--- src/rtl/stream_arb_pkg.sv ---
// Shared types and the round-robin pick function for the stream arbiter.
// The bench model calls rr_pick directly.
package stream_arb_pkg;

  localparam int MAX_REQ = 16;

  typedef enum logic [0:0] {
    ARB_IDLE,
    ARB_LOCKED
  } arb_state_t;

  // First set bit of req scanning upward from (ptr+1) mod n; ptr when none.
  function automatic logic [3:0] rr_pick(
    input logic [15:0] req,
    input logic [3:0]  ptr,
    input int          n
  );
    int idx;
    rr_pick = ptr;
    for (int k = MAX_REQ; k >= 1; k--) begin
      if (k <= n) begin
        idx = (int'(ptr) + k) % n;
        if (req[4'(idx)]) rr_pick = 4'(idx);
      end
    end
  endfunction

endpackage

--- src/rtl/stream_rr_arbiter_skid.sv ---
// Two-entry skid buffer that registers the arbiter output so the
// channel sustains one beat per cycle under backpressure.
module stream_skid_buf #(
  parameter int W = 8
) (
  input  logic         clk,
  input  logic         rst,
  input  logic         in_valid,
  output logic         in_ready,
  input  logic [W-1:0] in_data,
  output logic         out_valid,
  input  logic         out_ready,
  output logic [W-1:0] out_data
);

  logic [W-1:0] mem [2];
  logic         rd_ptr;
  logic         wr_ptr;
  logic [1:0]   count;
  logic         push;
  logic         pop;

  assign in_ready  = (count != 2'd2);
  assign out_valid = (count != 2'd0);
  assign out_data  = mem[rd_ptr];
  assign push      = in_valid && in_ready;
  assign pop       = out_valid && out_ready;

  always_ff @(posedge clk or posedge rst) begin
    if (rst) begin
      mem[0] <= '0;
      mem[1] <= '0;
      rd_ptr <= 1'b0;
      wr_ptr <= 1'b0;
      count  <= 2'd0;
    end else begin
      if (push) begin
        mem[wr_ptr] <= in_data;
        wr_ptr      <= ~wr_ptr;
      end
      if (pop) rd_ptr <= ~rd_ptr;
      case ({push, pop})
        2'b10:   count <= count + 2'd1;
        2'b01:   count <= count - 2'd1;
        default: count <= count;
      endcase
    end
  end

endmodule

--- src/rtl/stream_rr_arbiter.sv ---
// Round-robin, packet-locked arbiter: grants one requester from its
// first beat through its last beat into a shared output stream.
module stream_rr_arbiter
  import stream_arb_pkg::*;
#(
  parameter int NUM_REQ    = 4,
  parameter int DATA_WIDTH = 32,
  parameter int ID_WIDTH   = $clog2(NUM_REQ)
) (
  input  logic                          clk,
  input  logic                          rst,
  input  logic [NUM_REQ-1:0]            s_valid,
  output logic [NUM_REQ-1:0]            s_ready,
  input  logic [NUM_REQ*DATA_WIDTH-1:0] s_data,
  input  logic [NUM_REQ-1:0]            s_last,
  output logic                          m_valid,
  input  logic                          m_ready,
  output logic [DATA_WIDTH-1:0]         m_data,
  output logic                          m_last,
  output logic [ID_WIDTH-1:0]           m_id,
  output logic                          busy
);

  localparam int PW = ID_WIDTH + 1 + DATA_WIDTH;

  arb_state_t            state_q, state_d;
  logic [ID_WIDTH-1:0]   grant_q, grant_d;
  logic [ID_WIDTH-1:0]   rr_q, rr_d;
  logic [ID_WIDTH-1:0]   winner;
  logic                  locked;
  logic                  push_valid;
  logic                  buf_ready;
  logic                  accept;
  logic [DATA_WIDTH-1:0] data_sel;
  logic [PW-1:0]         buf_out;

  assign winner = ID_WIDTH'(rr_pick(16'(s_valid), 4'(rr_q), NUM_REQ));
  assign locked = (state_q == ARB_LOCKED);
  assign accept = push_valid && buf_ready;

  always_ff @(posedge clk or posedge rst) begin
    if (rst) begin
      state_q <= ARB_IDLE;
      grant_q <= '0;
      rr_q    <= ID_WIDTH'(NUM_REQ - 1);
    end else begin
      state_q <= state_d;
      grant_q <= grant_d;
      rr_q    <= rr_d;
    end
  end

  always_comb begin
    state_d = state_q;
    grant_d = grant_q;
    rr_d    = rr_q;
    case (state_q)
      ARB_IDLE: begin
        if (|s_valid) begin
          state_d = ARB_LOCKED;
          grant_d = winner;
        end
      end
      ARB_LOCKED: begin
        if (accept && s_last[grant_q]) begin
          state_d = ARB_IDLE;
          rr_d    = grant_q;
        end
      end
      default: state_d = ARB_IDLE;
    endcase
  end

  always_comb begin
    busy       = locked;
    s_ready    = '0;
    push_valid = locked && s_valid[grant_q];
    data_sel   = '0;
    if (locked) s_ready[grant_q] = buf_ready;
    for (int i = 0; i < NUM_REQ; i++) begin
      if (ID_WIDTH'(i) == grant_q)
        data_sel = s_data[i*DATA_WIDTH +: DATA_WIDTH];
    end
  end

  stream_skid_buf #(
    .W (PW)
  ) u_skid (
    .clk       (clk),
    .rst       (rst),
    .in_valid  (push_valid),
    .in_ready  (buf_ready),
    .in_data   ({grant_q, s_last[grant_q], data_sel}),
    .out_valid (m_valid),
    .out_ready (m_ready),
    .out_data  (buf_out)
  );

  assign {m_id, m_last, m_data} = buf_out;

endmodule

--- config.mk ---
export PLATFORM = sky130hd
export DESIGN_NAME = stream_rr_arbiter
export DESIGN_NICKNAME = d
export VERILOG_FILES = /design/src/rtl/stream_arb_pkg.sv /design/src/rtl/stream_rr_arbiter_skid.sv /design/src/rtl/stream_rr_arbiter.sv
export SDC_FILE = /design/constraint.sdc
export NUM_CORES = 1
export LEC_CHECK = 0
export ABC_CLOCK_PERIOD_IN_PS = 7300
export CAP_MARGIN = 20
export CORE_ASPECT_RATIO = 0.8
export CORE_MARGIN = 4
export CORE_UTILIZATION = 48
export DETAILED_ROUTE_END_ITERATION = 8
export HOLD_SLACK_MARGIN = 0.08
export PLACE_DENSITY = 0.94
export SLEW_MARGIN = 20
export SYNTH_ARGS = -nofsm -noshare
export SYNTH_HDL_FRONTEND = slang
export SYNTH_HIERARCHICAL = 1
export SYNTH_SLANG_ARGS = --single-unit
--- constraint.sdc ---
create_clock -name clk -period 7.3 [get_ports clk]
set_input_delay 1.825 -clock clk [delete_from_list [all_inputs] [get_ports clk]]
set_output_delay 1.825 -clock clk [all_outputs]
set_load 0.1 [all_outputs]
==> key figures, run 1 <==
Routing
  • Final WL: 11.6 mm
  • Antenna viol nets, final: 0
  • DR vias: 3219
  • Drt drc: 0
  • Vias per cell: 5.57
  • Routed length per placed instance: 20.0 µm
  • Initial drt markers: 75
  • DR pass1 iterations: 4

Worst setup path
  • CP endpoint kind: output pin
  • Origin of the critical flop-to-flop path: grant_q[1]$_DFFE_PP0P_
  • CP max-delay cell: clkdlybuf4s50_1
  • Slack of the worst reg-to-reg path: 4400 ps
  • CP Depth: 3
  • Worst Setup EP: s_ready[2]
  • CP startpoint: grant_q[1]$_DFFE_PP0P_
  • Crit path DAT: 2840 ps
  • FF-to-FF End: u_skid/mem[7]$_DFFE_PP0P_
  • Delay of the slowest critical-path stage: 1140 ps
  • Top delay family on crit path: buffers and inverters
  • Worst Setup Start Kind: register
  • Max FO, Critical Path: 41
  • Critical Path RT: 5480 ps
  • Depth of the worst register-to-register path: 4
  • Worst-path cell chain: nand3_1 -> nor2_1 -> clkdlybuf4s50_1
  • Setup CP Type: register to output pin
  • Critical path buffer and inverter count: 1

Synth
  • Post-Synth XOR/XNOR Area: 0.967%
  • Mux contribution to synthesized area: 46.1%
  • Largest family of logic cells by synthesized area: multiplexers
  • Warnings, synthesis: 6
  • Simple-Gate Fraction of Synth Area: 3.70%
  • Synthesized cell area: 0.00453 mm²
  • Sequential share of the synthesized area: 43.7%
  • Async SR Flop Fraction: 100%
  • Synthesized flop and latch total: 79
  • Primary FF master, synth: dfrtp_1
  • EDFF count, synth: 0
  • Mapped Nets: 425
  • Post-Synthesis Cells: 285
  • Cell variety after synth: 35
  • Adder-cell share of the synthesized area: 0.276%
  • Compound-Gate Fraction of Synth Area: 1.44%
  • Avg Cell Area, Syn: 15.9 µm²

Global routing
  • First-pass GRT wire length: 17.9 mm
  • Initial antenna violation count: 0
  • Vias in the first global route: 3747
  • Overflow after GRT: 0
  • Largest net degree at the start of global routing: 75
  • GRT Util Overall: 21.1%

STA
  • Headroom to the max-slew limit: 32.8%
  • Slew @ Worst Pin: 1010 ps
  • Clock Skew: 8.84 ps
  • RSZ-0062 raised after global routing: false
  • Min Tclk post-route: 4660 ps
  • Peak Freq: 214 MHz
  • Final setup viols: 0
  • Max-slew violations: 0
  • Period utilization: 63.9%
  • Hold Vio Cnt, Final: 0
  • Final TNS setup: 0 ps

Clock tree
  • PostCTS Resize Cnt: 0
  • Hold Buf Count CTS: 0
  • CTS max path bufs: 2
  • Clock Latency Late Sink: 330 ps
  • Clock root buffer: clkbuf_16
  • Post-CTS Setup Inserts: 0
  • Total CTS buffers: 9
  • H-tree levels: 3
  • TritonCTS clock tree: built
  • Clk slew on worst S/H paths: 60 ps
  • CTS sink count: 79

Die
  • Starting density of the core: 49.7%
  • Chip width: 117 µm
  • Core ar.: 0.00911 mm²
  • # rows: 31
  • Die area: 0.0111 mm²
  • Die Y: 94.9 µm
  • Top-level port count: 180

Job
  • Max-cap violation count: 0

Final layout
  • N_diodes: 0
  • Layout cell share with drive strength beyond 1: 36.3%
  • Fill cells: 607
  • NumNets Final: 598
  • Area Growth Syn to Fin: 46.2%

Place
  • Port Buffers: 179
  • Routability cong.: 0.739
  • Post-DP HPWL: 8.38 mm

Outcome
  • Status: completed

Worst hold path
  • Hold Path Class: register to register
state kept, by name (all words and copies together) (netlist names):
name,count
u_skid/rd_ptr,1
u_skid/count,2
grant_q,2
u_skid/mem,70
busy,1
rr_q,2
u_skid/wr_ptr,1
kinds of logic (layout without fill, tap and decap cells):
family	Yosys count	after routing
DFF	79	79
AOI/OAI and AO/OA	10	10
and+or+nand+nor	25	25
xor gates and xnor gates	5	5
muxes	141	141
adders and majority gates	1	1
buffers and inverters	24	202
synthesized netlist by cell type (2+ instances only):
library cell  number  share of area (%)
buf_12             3                1.3
nand2b_1           3               0.41
nand2_1            4               0.33
mux2_2            75                 19
nor2_1             3               0.25
inv_1              5               0.41
mux2_4            31                 10
buf_2             14                1.5
or2_2              2               0.28
and2_1             2               0.28
xor2_1             2               0.39
mux4_2            33                 16
dfrtp_1           77                 43
dfstp_2            2                1.2
a21oi_1            2               0.22
o21ai_0            3               0.33
nor3_1             3               0.33
xnor2_1            3               0.58
buf_6              2               0.50
how the worst min path moves through the flow:
stage | from | end | cells after the start
6_report | u_skid/mem[52]$_DFFE_PP0P_ | u_skid/mem[52]$_DFFE_PP0P_ | 1
5_1_grt | u_skid/mem[42]$_DFFE_PP0P_ | u_skid/mem[42]$_DFFE_PP0P_ | 1
4_1_cts | u_skid/mem[52]$_DFFE_PP0P_ | u_skid/mem[52]$_DFFE_PP0P_ | 1
3_5_place_dp | u_skid/mem[52]$_DFFE_PP0P_ | u_skid/mem[52]$_DFFE_PP0P_ | 1
3_3_place_gp | u_skid/mem[50]$_DFFE_PP0P_ | u_skid/mem[50]$_DFFE_PP0P_ | 1
2_1_floorplan | u_skid/wr_ptr$_DFFE_PP0N_ | u_skid/wr_ptr$_DFFE_PP0N_ | 1
cells in the final DEF, fill, tap and decap left out, drive strengths merged, types with 2 or more instances in the layout:
cell           instances
and3                   2
dfrtp                 77
mux2                 106
clkdlybuf4s50        179
and2                   2
mux4                  34
buf                    2
nand2b                 4
clkbuf                11
nor2                   3
nand2                  4
inv                    5
o21ai                  4
xor2                   2
xnor2                  3
or2                    2
nor3                   3
dfstp                  2
clkinvlp               2
clkinv                 2
a21oi                  2
layout make-up:
cell class | instances | area (µm²) | share of cell area (%)
multi-input cells | 182 | 2380 | 35.9
flip-flops and latches | 79 | 1980 | 29.9
repair buffers | 181 | 1810 | 27.3
clock buffers | 11 | 233 | 3.51
well taps | 115 | 144 | 2.17
clock inverters | 5 | 58.8 | 0.888
inverters | 5 | 18.8 | 0.283
stage by stage:
stage	util, %	std cells	cell area [µm²]	hold WS (ps)	worst slack, ps
after CTS	72.7	578	6620	503	2600
after floorplan	-	285	4530	468	2260
after detailed placement	69.5	562	6330	490	2970
after global routing	72.7	578	6620	520	2450
final	72.7	578	6620	502	2640
after global placement	69.5	562	6330	482	3030
per-layer routing:
metal	wire [µm]	GRT usage [%]	vias up	share of wire [%]
li1	-	-	1436	-
met1	4390	24.3	1640	38
met2	6270	38.6	121	54
met3	705	5.32	22	6.1
met4	210	6.21	0	1.8
met5	0	0	-	0
worst reg2reg max path: cells and delay by family (launching register included):
kind | cells | cell delay [ps]
flip-flops | 1 | 1010
multiplexers | 2 | 870
AND/OR/NAND/NOR | 2 | 910
Power of run 1 is left out: the tool's default activity adds up to more than one toggle a clock period on the data nets, which glitch-free logic cannot reach.
==> inputs of run 2 (changes only) <==
Settings changed: ABC_CLOCK_PERIOD_IN_PS 7300 to 4300, CORE_UTILIZATION 48 to 44, PLACE_DENSITY 0.94 to 0.88.
Clock period 7.3 ns to 4.3 ns, I/O delays scaled along.
==> key figures, run 2 (synthesis results as in run 1) <==
Job
  • Max-cap violation count: 0

Clock tree
  • Clk slew on worst S/H paths: 60 ps
  • PostCTS Resize Cnt: 0
  • Clock Latency Late Sink: 320 ps
  • Hold Buf Count CTS: 0
  • TritonCTS clock tree: built
  • Clock root buffer: clkbuf_16
  • H-tree levels: 3
  • Post-CTS Setup Inserts: 0
  • CTS max path bufs: 2
  • Total CTS buffers: 9
  • CTS sink count: 79

STA
  • Final setup viols: 0
  • RSZ-0062 raised after global routing: false
  • Peak Freq: 322 MHz
  • Final TNS setup: 0 ps
  • Hold Vio Cnt, Final: 0
  • Period utilization: 72.2%
  • Setup ws final: 1190 ps
  • Max-slew violations: 0
  • Slew @ Worst Pin: 969 ps
  • Clock Skew: 4.77 ps
  • Headroom to the max-slew limit: 35.2%
  • Min Tclk post-route: 3110 ps

Routing
  • DR pass1 iterations: 4
  • Drt drc: 0
  • Antenna viol nets, final: 0
  • Initial drt markers: 72
  • DR vias: 3129
  • Final WL: 10.8 mm
  • Vias per cell: 5.22
  • Routed length per placed instance: 18.0 µm

Worst setup path
  • Delay of the slowest critical-path stage: 970 ps
  • Worst Setup Start Kind: register
  • Setup CP Type: register to output pin
  • CP endpoint kind: output pin
  • Depth of the worst register-to-register path: 4
  • Worst-path cell chain: or2_2 -> clkdlybuf4s50_1
  • Crit path DAT: 2030 ps
  • Critical Path RT: 3220 ps
  • Max FO, Critical Path: 4
  • CP max-delay cell: clkdlybuf4s50_1

Final layout
  • Final core occ: 67.0%
  • Layout cell share with drive strength beyond 1: 44.8%
  • Max FFs per register: 70
  • Area of the multi-input gates: 0.00238 mm²
  • N_diodes: 0
  • Area Growth Syn to Fin: 45.8%
  • Seq. cell area: 0.00198 mm²
  • NumNets Final: 600
  • Top reg by flops: u_skid/mem
  • Fill cells: 753
  • Most common cell after layout, fill and taps aside: clkdlybuf4s50_1
  • Most frequent cells in the layout: 140 x clkdlybuf4s50_1, 75 x mux2_2, 74 x dfrtp_1, 43 x buf_4, 33 x mux4_2
  • Final std cells w/o fill: 600

Global routing
  • Initial antenna violation count: 0
  • Overflow after GRT: 0
  • First-pass GRT wire length: 17.9 mm
  • GRT Util Overall: 18.6%
  • Largest net degree at the start of global routing: 37
  • Vias in the first global route: 3603

Worst hold path
  • Hold Path Class: register to register
  • Cell depth of the worst hold path: 1

Die
  • Top-level port count: 180
  • Die Y: 98.7 µm
  • Chip width: 121 µm
  • Core ar.: 0.00985 mm²
  • Starting density of the core: 46.0%
  • # rows: 32
  • Die area: 0.0120 mm²

Outcome
  • Status: completed

Place
  • Pre-CTS WS: 878 ps
  • Post-DP HPWL: 8.04 mm
  • Routability cong.: 0.818
  • Port Buffers: 179
  • DP Cell Count: 585
run 2: cell types whose count changed in the layout (fill, tap and decap cells not counted), sizes merged:
cell,before,now
buf,2,43
bufinv,1,3
clkdlybuf4s50,179,140
clkinv,2,1
clkinvlp,2,0
run 2: final timing paths:
check / end / slack [ps] / start
min reg2reg: u_skid/mem[43]$_DFFE_PP0P_ / 500 / u_skid/mem[43]$_DFFE_PP0P_
max reg2reg: u_skid/mem[7]$_DFFE_PP0P_ / 1680 / grant_q[0]$_DFFE_PP0P_
min in group asynchronous: busy$_DFF_PP0_ / 990 / rst
max: m_valid / 1190 / u_skid/count[0]$_DFFE_PP0P_
max in group asynchronous: u_skid/rd_ptr$_DFFE_PP0P_ / 2390 / rst
min: u_skid/mem[43]$_DFFE_PP0P_ / 500 / u_skid/mem[43]$_DFFE_PP0P_
run 2: critical path: cells and delay by family, from the launching register on:
family	cells	cell delay [ps]
buffers and inverters	1	970
DFF	1	420
and+or+nand+nor	1	320
run 2: final cells by class:
cell class / count / share of cell area, %
tap: 136 / 2.58
inverter: 5 / 0.284
multi-input combinational: 182 / 36.0
clock inverter: 4 / 1.44
sequential: 79 / 30.0
timing repair buffer: 183 / 26.1
clock buffer: 11 / 3.52
run 2: metal layers:
layer | up-vias | global-route usage, % | share of wire, %
met5 | - | 0 | 0
met4 | 0 | 3.10 | 0.28
met3 | 6 | 5.74 | 6.5
met2 | 120 | 33.5 | 52
met1 | 1570 | 22.4 | 41
li1 | 1433 | - | -
run 2: metrics by stage:
step	hold WS [ps]	cell area [µm²]
floorplan	468	4530
finish	500	6600
global route	510	6600
global placement	483	6270
CTS	503	6600
detailed placement	487	6270
Power of run 2 is left out for the same reason.
==> inputs of run 3 (changes only) <==
Settings changed: ABC_CLOCK_PERIOD_IN_PS 4300 to 2700, CORE_UTILIZATION 44 to 40, PLACE_DENSITY 0.88 to 0.85.
Clock period 4.3 ns to 2.7 ns, I/O delays scaled along.
==> key figures, run 3 (synthesis results as in run 1) <==
Outcome
  • Status: completed

Global routing
  • First-pass GRT wire length: 18.0 mm
  • Largest net degree at the start of global routing: 41
  • Overflow after GRT: 0
  • Vias in the first global route: 3537
  • Initial antenna violation count: 0
  • GRT Util Overall: 17.5%

Clock tree
  • Clock Latency Late Sink: 330 ps
  • Clk slew on worst S/H paths: 60 ps
  • TritonCTS clock tree: built
  • Post-CTS Setup Inserts: 0
  • H-tree levels: 3
  • Clock root buffer: clkbuf_16
  • CTS max path bufs: 2
  • PostCTS Resize Cnt: 0
  • Hold Buf Count CTS: 0
  • CTS sink count: 79
  • Total CTS buffers: 9

Worst setup path
  • Top delay family on crit path: simple AND/OR/NAND/NOR gates
  • Slack of the worst reg-to-reg path: 530 ps
  • Critical path buffer and inverter count: 1
  • CP endpoint kind: register
  • Delay of the slowest critical-path stage: 640 ps
  • CP max-delay cell: and3_4
  • Critical Path RT: 2910 ps
  • Crit path DAT: 2740 ps
  • Max FO, Critical Path: 35
  • Worst-path cell chain: clkdlybuf4s50_1 -> mux4_2 -> and2_1 -> and3_4 -> mux2_2
  • Worst Setup Start Kind: input pin
  • Setup CP Type: input pin to register

STA
  • Period utilization: 93.5%
  • Min Tclk post-route: 2530 ps
  • Clock Skew: 6.08 ps
  • Hold Vio Cnt, Final: 0
  • Final TNS setup: 0 ps
  • Min Hold Slack: 502 ps
  • RSZ-0062 raised after global routing: false
  • Max-slew violations: 0
  • Final setup viols: 0
  • Slew @ Worst Pin: 685 ps
  • Peak Freq: 396 MHz
  • Headroom to the max-slew limit: 54.3%

Routing
  • Antenna viol nets, final: 0
  • Routed length per placed instance: 18.3 µm
  • Vias per cell: 5.12
  • Initial drt markers: 103
  • Final WL: 11.3 mm
  • Drt drc: 0
  • DR pass1 iterations: 4
  • DR vias: 3156

Die
  • Top-level port count: 180
  • Core ar.: 0.0110 mm²
  • # rows: 34
  • Chip width: 127 µm
  • Starting density of the core: 41.3%
  • Die Y: 103 µm
  • Die area: 0.0131 mm²

Final layout
  • Final core occ: 65.7%
  • Top reg by flops: u_skid/mem
  • Final std cells w/o fill: 617
  • Most frequent cells in the layout: 138 x clkdlybuf4s50_1, 75 x mux2_2, 73 x dfrtp_1, 43 x buf_12, 33 x mux4_2
  • NumNets Final: 608
  • N_diodes: 0
  • Layout cell share with drive strength beyond 1: 47.8%
  • Area Growth Syn to Fin: 59.3%
  • Max FFs per register: 70
  • Most common cell after layout, fill and taps aside: clkdlybuf4s50_1
  • Fill cells: 768

Worst hold path
  • Hold Path Class: register to register

Job
  • Max-cap violation count: 0

Place
  • Post-DP HPWL: 8.45 mm
  • Routability cong.: 0.851
  • Port Buffers: 179
  • DP Cell Count: 601
==> run 3: layer usage <==
layer	part of all wire, %	GRT usage, %	wire length, µm
met2	53	32.3	5960
met5	0	0	0
met1	40	20.4	4540
met3	6.4	5.34	724
met4	0.57	4.04	64
==> run 3: worst paths after layout <==
| check | startpoint | endpoint | cells past startpoint |
|---|---|---|---|
| worst min register to register | u_skid/mem[40]$_DFFE_PP0P_ | u_skid/mem[40]$_DFFE_PP0P_ | 1 |
| worst max-delay path | s_valid[3] | u_skid/mem[8]$_DFFE_PP0P_ | 5 |
| max in group asynchronous | rst | u_skid/mem[51]$_DFFE_PP0P_ | 3 |
| min in group asynchronous | rst | u_skid/mem[67]$_DFFE_PP0P_ | 2 |
| worst min-delay path | u_skid/mem[40]$_DFFE_PP0P_ | u_skid/mem[40]$_DFFE_PP0P_ | 1 |
| worst max register to register | grant_q[0]$_DFFE_PP0P_ | u_skid/mem[8]$_DFFE_PP0P_ | 4 |
==> run 3: per-stage QoR <==
| stage | setup WS, ps | instance area (µm²) |
|---|---|---|
| after floorplan | 143 | 4560 |
| after global placement | -109 | 6910 |
| after detailed placement | -161 | 6910 |
| after CTS | 189 | 7210 |
| after global routing | 102 | 7210 |
| final | 175 | 7210 |
==> run 3: worst reg2reg max path, stage by stage, from the launching register on <==
cell and delay [ps]:
dfrtp_2 560, mux4_2 270, and2_1 140, and3_4 640, mux2_2 440
==> run 3: final cells by class <==
class / count / area, µm² / area share (%)
multi-input cells: 182 / 2410 / 33.4
clock inverters: 6 / 67.6 / 0.937
clock buffers: 10 / 239 / 3.31
well taps: 144 / 180 / 2.50
inverters: 5 / 18.8 / 0.260
repair buffers: 191 / 2320 / 32.1
flip-flops and latches: 79 / 1980 / 27.5
Power of run 3 is left out for the same reason.
